File: config.mk
export PLATFORM = sky130hd
export DESIGN_NAME = hazard3_instr_aligner
export DESIGN_NICKNAME = d
export VERILOG_FILES = /design/src/rtl/hazard3_instr_aligner.sv
export SDC_FILE = /design/constraint.sdc
export NUM_CORES = 1
export LEC_CHECK = 0
export ABC_AREA = 1
export CORE_ASPECT_RATIO = 0.6
export CORE_MARGIN = 1
export CORE_UTILIZATION = 58
export CTS_CLUSTER_SIZE = 25
export DETAILED_ROUTE_END_ITERATION = 8
export HOLD_SLACK_MARGIN = 0.03
export PLACE_DENSITY = 0.82
export SLEW_MARGIN = 20
export SYNTH_ARGS = -nofsm -noshare
export SYNTH_HDL_FRONTEND = slang
export SYNTH_SLANG_ARGS = --single-unit
export TNS_END_PERCENT = 30
File: constraint.sdc
create_clock -name clk -period 5.19 [get_ports clk]
set_clock_uncertainty 0.05 [all_clocks]
set_input_delay 1.038 -clock clk [delete_from_list [all_inputs] [get_ports clk]]
set_output_delay 1.038 -clock clk [all_outputs]
set_load 0.02 [all_outputs]
File: src/rtl/hazard3_instr_aligner.sv
// Halfword prefetch queue and aligner between the fetch bus and the decompressor.
// Presents a 32-bit window starting at the oldest halfword and retires 1 or 2 halfwords per issue.
module hazard3_instr_aligner #(
    parameter int unsigned DEPTH_HW = 6,
    parameter int unsigned W_LEVEL  = 3
) (
    input  logic               clk,
    input  logic               rst,
    input  logic               flush,
    input  logic               fetch_valid,
    output logic               fetch_ready,
    input  logic [31:0]        fetch_data,
    input  logic               fetch_skip_lo,
    input  logic               fetch_err,
    output logic [31:0]        dec_instr,
    output logic               dec_valid,
    input  logic               dec_ready,
    output logic               dec_is_32bit,
    output logic               dec_err,
    output logic [W_LEVEL-1:0] level
);

    localparam logic [W_LEVEL-1:0] PushLimit = W_LEVEL'(DEPTH_HW - 2);

    logic [15:0]         hw_q   [DEPTH_HW];
    logic [15:0]         hw_d   [DEPTH_HW];
    logic [15:0]         hw_ext [DEPTH_HW+2];
    logic [DEPTH_HW-1:0] err_q, err_d;
    logic [DEPTH_HW+1:0] err_ext;
    logic [W_LEVEL-1:0]  level_q, level_d;
    logic [W_LEVEL-1:0]  n_ret, n_push, rem;
    logic                has_one, has_two, is32, push, consume;

    assign has_one = level_q != '0;
    assign has_two = level_q >= W_LEVEL'(2);
    assign is32    = has_one && (hw_q[0][1:0] == 2'b11);

    assign level        = level_q;
    assign dec_is_32bit = is32;
    assign dec_valid    = !flush && has_one && (!is32 || has_two);
    assign dec_err      = has_one && (err_q[0] || (is32 && err_q[1]));
    assign dec_instr    = has_two ? {hw_q[1], hw_q[0]} :
                          has_one ? {16'h0, hw_q[0]}   : 32'h0;

    // Depends on registered level only, so no dec_ready -> fetch_ready path.
    assign fetch_ready = !flush && (level_q <= PushLimit);

    assign push    = fetch_valid && fetch_ready;
    assign consume = dec_valid && dec_ready;
    assign n_ret   = !consume ? '0 : (is32 ? W_LEVEL'(2) : W_LEVEL'(1));
    assign n_push  = !push ? '0 : (fetch_skip_lo ? W_LEVEL'(1) : W_LEVEL'(2));
    assign rem     = level_q - n_ret;

    // Two zero pads let the shift read a fixed index without range checks.
    always_comb begin
        for (int i = 0; i < DEPTH_HW; i++) begin
            hw_ext[i] = hw_q[i];
        end
        hw_ext[DEPTH_HW]   = 16'h0;
        hw_ext[DEPTH_HW+1] = 16'h0;
        err_ext            = {2'b00, err_q};
    end

    always_comb begin
        level_d = rem + n_push;
        err_d   = '0;
        for (int i = 0; i < DEPTH_HW; i++) begin
            hw_d[i] = 16'h0;
            if (i < int'(rem)) begin
                case (n_ret)
                    W_LEVEL'(2): begin
                        hw_d[i]  = hw_ext[i+2];
                        err_d[i] = err_ext[i+2];
                    end
                    W_LEVEL'(1): begin
                        hw_d[i]  = hw_ext[i+1];
                        err_d[i] = err_ext[i+1];
                    end
                    default: begin
                        hw_d[i]  = hw_ext[i];
                        err_d[i] = err_ext[i];
                    end
                endcase
            end
            if (push && i == int'(rem)) begin
                hw_d[i]  = fetch_skip_lo ? fetch_data[31:16] : fetch_data[15:0];
                err_d[i] = fetch_err;
            end
            if (push && !fetch_skip_lo && i == int'(rem) + 1) begin
                hw_d[i]  = fetch_data[31:16];
                err_d[i] = fetch_err;
            end
        end
    end

    always_ff @(posedge clk) begin
        if (rst) begin
            level_q <= '0;
            err_q   <= '0;
            for (int i = 0; i < DEPTH_HW; i++) begin
                hw_q[i] <= 16'h0;
            end
        end else if (flush) begin
            // Stale halfwords stay in storage; level 0 hides them.
            level_q <= '0;
            err_q   <= '0;
        end else begin
            level_q <= level_d;
            err_q   <= err_d;
            for (int i = 0; i < DEPTH_HW; i++) begin
                hw_q[i] <= hw_d[i];
            end
        end
    end

endmodule

## Word-level counts from Yosys, hierarchy flattened

Memories as Yosys holds them, arrays and structs flattened.
Cells that the tools add are included.

- Add/sub/neg operators: 3
- Order comparisons: 8
- Eq/ne operators: 19
- Muxes and demuxes: 66
- Bitwise operators: 6
- Reduce and logical (&&, ||, !) cells: 31

Operators by type and width:

| kind | count |
|---|---|
| $mux W16 | 27 |
| $pmux W16 S2 | 5 |
| $eq A3 B32 Y1 const A | 2 |
| $eq A2 B32 Y1 const A | 1 |
| $eq A4 B32 Y1 const A | 1 |
| $logic_not A32 Y1 | 1 |
| $mux W32 | 1 |
| $ne A5 B1 Y1 const B | 5 |
| $mux W1 | 24 |
| $logic_and A1 B1 Y1 | 21 |
| $eq A3 B3 Y1 const A | 4 |
| $pmux W1 S2 | 5 |
| $mux W2 | 4 |
| $lt A1 B3 Y1 const A | 2 |
| $lt A2 B3 Y1 const A | 2 |
| $lt A3 B3 Y1 const A | 2 |
| $or A1 B1 Y1 | 6 |
| $add A3 B1 Y4 const B | 1 |
| $eq A2 B2 Y1 const B | 2 |
| $eq A3 B4 Y1 const A | 1 |
| $ne A4 B2 Y1 const B | 1 |
| $reduce_or A2 Y1 | 2 |
| $add A3 B2 Y3 | 1 |
| $eq A2 B3 Y1 const A | 1 |
| 8 further kinds | 11 |

- Flip-flop bits (word level): 9
- RAM bits: 96
- Output and inout bits: 39
- Logic and storage cells: 141
- Memories kept: 1

Memory list:

| memory | words | bits a word | rd ports | clocked after Yosys merged registers in | wr ports | line | RTL |
|---|---|---|---|---|---|---|---|
| hw_q | 6 | 16 | 6 | 0 | 6 | 25 | `logic [15:0] hw_q [DEPTH_HW];` |

## Logic depth before layout (Yosys ltp)

An unclocked memory read counts as a cell.

- Word-level depth: 15
- Depth in mapped cells: 22

## Least setup slack after synthesis

Ideal clock, no wire load.

- Path type: input port to flip-flop
- From: input port flush
- To: memory hw_q[4][0] (enable)
- Setup time: 0.411 ns
- Arrival time: 4.093 ns
- Setup slack: 0.636 ns
- Cell stages on the path: 14
- Cell sequence: inv_2 -> nand4_4 -> inv_2 -> buf_2 -> ha_1 -> inv_1 -> fa_1 -> inv_2 -> nand2_2 -> nand2_1 -> inv_1 -> nand2_1 -> inv_1 -> o21ai_0

RTL lines:

| what | line | RTL |
|---|---|---|
| start: declaration | 9 | `input logic flush,` |
| end: declaration | 25 |  |

==> insert_results.sql <==
INSERT INTO impl_metrics (metric_group, metric, value, unit) VALUES
('outcome', 'status', 'finished, final reports clean', ''),
('cts', 'clock_tree_root_driver_cell', 'sky130_fd_sc_hd__clkbuf_16', ''),
('pwr', 'static-leakage-power', '3.11', 'nW'),
('drt', 'final_antenna_net_count', '0', ''),
('cells_and_area', 'area.growth.synth_to_final', '15.1', '%'),
('floorplan', 'row_count', '31', ''),
('floorplan', 'floorplan.die_area', '12800', 'um^2'),
('pwr', 'total_net_switching_power', '0.000560', 'W'),
('logic_synthesis', 'synth.lib_cells_used.distinct', '37', ''),
('drt', 'routed_wirelength', '19800', 'um'),
('cts', 'cts_tree', 'yes', ''),
('sta', 'grt_setup_unrepaired', 'false', ''),
('drt', 'post_drt_wl_per_cell', '16.5', 'um'),
('drt', 'vias', '6856', ''),
('sta', 'final.setup.worst_slack', '653', 'ps'),
('sta', 'maxClockFrequency', '220', 'MHz'),
('sta', 'report.final.hold_viol_count', '0', ''),
('logic_synthesis', 'synth_seq_area_share', '42.7', '%'),
('critical_path', 'timing.critical_path.from_type', 'input pin', ''),
('cells_and_area', 'fill_cells', '1043', ''),
('sta', 'finalSetupViolCount', '0', ''),
('sta', 'min_period', '4540', 'ps'),
('critical_path', 'worst-endpoint-required', '5120', 'ps'),
('pwr', 'internal_power', '0.00143', 'W'),
('cells_and_area', 'layout.cells.non_filler', '1201', ''),
('global_routing', 'antenna_found_initial', '0', ''),
('hold_path', 'worstHoldPathType', 'flip-flop to flip-flop', ''),
('logic_synthesis', 'postSynthNetCount', '1029', ''),
('cts', 'cts_max_path_buffers', '2', ''),
('logic_synthesis', 'synth_warnings', '0', ''),
('logic_synthesis', 'synth.avg_cell_area', '7.28', 'um^2'),
('pwr', 'seq_power_share', '49.8', '%'),
('placement', 'place_ws', '332', 'ps'),
('critical_path', 'critical_path.top_delay_family', 'simple AND/OR/NAND/NOR gates', ''),
('sta', 'timing_max_transition_violations_final', '0', ''),
('cells_and_area', 'fin_util', '68.4', '%'),
('floorplan', 'design.portCount', '78', ''),
('critical_path', 'worstPathBufferInverterCount', '5', ''),
('cts', 'postCtsSetupBuffers', '0', ''),
('pwr', 'cellPowerDensity', '241', 'nW/um^2'),
('global_routing', 'grt_pass1_vias', '5740', ''),
('critical_path', 'path_class', 'input pin to flip-flop', ''),
('cts', 'ctsHoldBuffers', '0', ''),
('global_routing', 'global_route_usage_over_all_layers', '31.9', '%'),
('cells_and_area', 'nets', '1075', ''),
('placement', 'numPortBuffers', '77', ''),
('logic_synthesis', 'yosys_reg_bits', '105', ''),
('pwr', 'comb_power_share', '16.5', '%'),
('critical_path', 'cpMaxStageDelayCell', 'sky130_fd_sc_hd__nand2_1', ''),
('placement', 'dp.final_hpwl', '14700', 'um'),
('floorplan', 'core-area', '12100', 'um^2'),
('cts', 'source_to_sink_clock_delay_at_the_later_pin_of_the_worst_skew_pair', '350', 'ps'),
('floorplan', 'die_height', '88.1', 'um'),
('drt', 'drt_pre_antenna_iters', '6', ''),
('global_routing', 'grt_overflow', '0', ''),
('cts', 'htreeDepth', '3', ''),
('drt', 'route.detailed.drc', '0', ''),
('cts', 'clock-sinks', '105', ''),
('global_routing', 'grt_start_max_net_pins', '81', ''),
('cts', 'tritoncts.num_buffers', '9', ''),
('cells_and_area', 'drive_above_1_share', '6.85', '%'),
('cts', 'path_clk_slew', '70', 'ps'),
('cells_and_area', 'n_antenna_cell', '0', ''),
('logic_synthesis', 'synth.cell_area', '7170', 'um^2'),
('global_routing', 'grt_first_pass_wirelength', '31400', 'um'),
('floorplan', 'die_width', '146', 'um'),
('drt', 'route.detailed.vias_per_inst', '5.71', ''),
('placement', 'globalplace.congestion', '0.938', ''),
('pwr', 'clock_power_share', '33.7', '%'),
('critical_path', 'timing.critical_path.arrival', '4470', 'ps'),
('critical_path', 'worstPathCellList', 'clkdlybuf4s50_1 -> buf_4 -> a21oi_1 -> nand3_1 -> fa_1 -> inv_1 -> nand2_2 -> nand2_4 -> inv_6 -> ha_1 -> inv_1 -> nor3_1 -> nand2_4 -> nand3_1 -> nand2_1 -> nand2_1', '');
[sequential cells by signal (all words and copies together) (netlist names)]
| signal | cells |
|---|---|
| hw_q | 96 |
| level | 3 |
| err_q | 6 |
[cell type report]
type / count / area (um^2) / area share [%]
Timing Repair Buffer: 91 / 876 / 10.6
Multi-Input combinational cell: 698 / 3340 / 40.4
Clock buffer: 12 / 256 / 3.11
Sequential cell: 105 / 3060 / 37.1
Inverter: 126 / 479 / 5.81
Tap cell: 165 / 206 / 2.50
Clock inverter: 4 / 35.0 / 0.425
[per-layer routing]
metal  wire length (um)  global-route usage, %  part of all wire (%)  vias up
met1               9090                   52.4                    46     2981
met3               3450                   8.44                    17       24
li1                   -                      -                     -     3341
met4                133                   5.17                  0.67        0
met5                  0                      0                     0        -
met2               7130                   40.7                    36      510
[final timing paths]
| path | startpoint | endpoint | slack [ps] | depth (start not counted) |
|---|---|---|---|---|
| worst max-delay path | flush | hw_q[2][7] | 650 | 16 |
| worst max register to register | level[2] | hw_q[2][7] | 740 | 17 |
| worst min-delay path | err_q[4] | err_q[4] | 540 | 4 |
| worst min register to register | err_q[4] | err_q[4] | 540 | 4 |
[worst min-delay path, delay by kind of cell (launching register included)]
family                 cells  cell delay [ps]
DFF                        1              330
buffers and inverters      1               30
and+or+nand+nor            3              200
[synth_stat cells (all sizes together)]
master / instances / area (um^2)
nand3b: 1 / 7.51
nor2: 84 / 395
edfxtp: 96 / 2880
ha: 3 / 37.5
nand2: 328 / 1260
fa: 2 / 40.0
nand4: 3 / 33.8
inv: 123 / 467
a21oi: 75 / 375
dfxtp: 9 / 180
nor3b: 1 / 18.8
a31oi: 47 / 294
nor3: 3 / 26.3
o211ai: 17 / 128
a22oi: 1 / 7.51
o21ai: 86 / 438
buf: 35 / 218
clkbuf: 21 / 78.8
clkinv: 3 / 12.5
nand3: 47 / 263
[logic make-up (layout without fill, tap and decap cells)]
group	Yosys count	in the layout	share of synthesized area, %
AOI/OAI and AO/OA	226	226	17.3
buffers and inverters	182	233	10.8
and+or+nand+nor	467	467	28.0
adders and majority gates	5	5	1.08
DFF	105	105	42.7
[stage by stage]
| step | power (W) | cell area [um^2] |
|---|---|---|
| detailed placement | 0.00133 | 7960 |
| floorplan | 0.00120 | 7170 |
| global placement | 0.00132 | 7960 |
| CTS | 0.00198 | 8250 |
| finish | 0.00199 | 8250 |
| global route | 0.00205 | 8250 |
[power by group through the flow]
| stage | Combinational, W | Sequential, W | Clock (W) |
|---|---|---|---|
| CTS | 0.000319 | 0.000989 | 0.000673 |
| global placement | 0.000312 | 0.00101 | 0 |
| finish | 0.000328 | 0.000990 | 0.000671 |
| floorplan | 0.000196 | 0.00100 | 0 |
| detailed placement | 0.000317 | 0.00101 | 0 |
| global route | 0.000357 | 0.000995 | 0.000698 |
[layout by cell type (no fill, tap or decap), types with 14 or more instances in the layout]
master                            count
sky130_fd_sc_hd__nand2_1            319
sky130_fd_sc_hd__o211ai_1            17
sky130_fd_sc_hd__o21ai_0             55
sky130_fd_sc_hd__inv_1              112
sky130_fd_sc_hd__nor2_1              72
sky130_fd_sc_hd__buf_4               14
sky130_fd_sc_hd__edfxtp_1            96
sky130_fd_sc_hd__clkdlybuf4s50_1     77
sky130_fd_sc_hd__nand3_1             43
sky130_fd_sc_hd__a31oi_1             47
sky130_fd_sc_hd__a21oi_1             75
sky130_fd_sc_hd__o21ai_1             29
(Power assumes the default switching activity.)
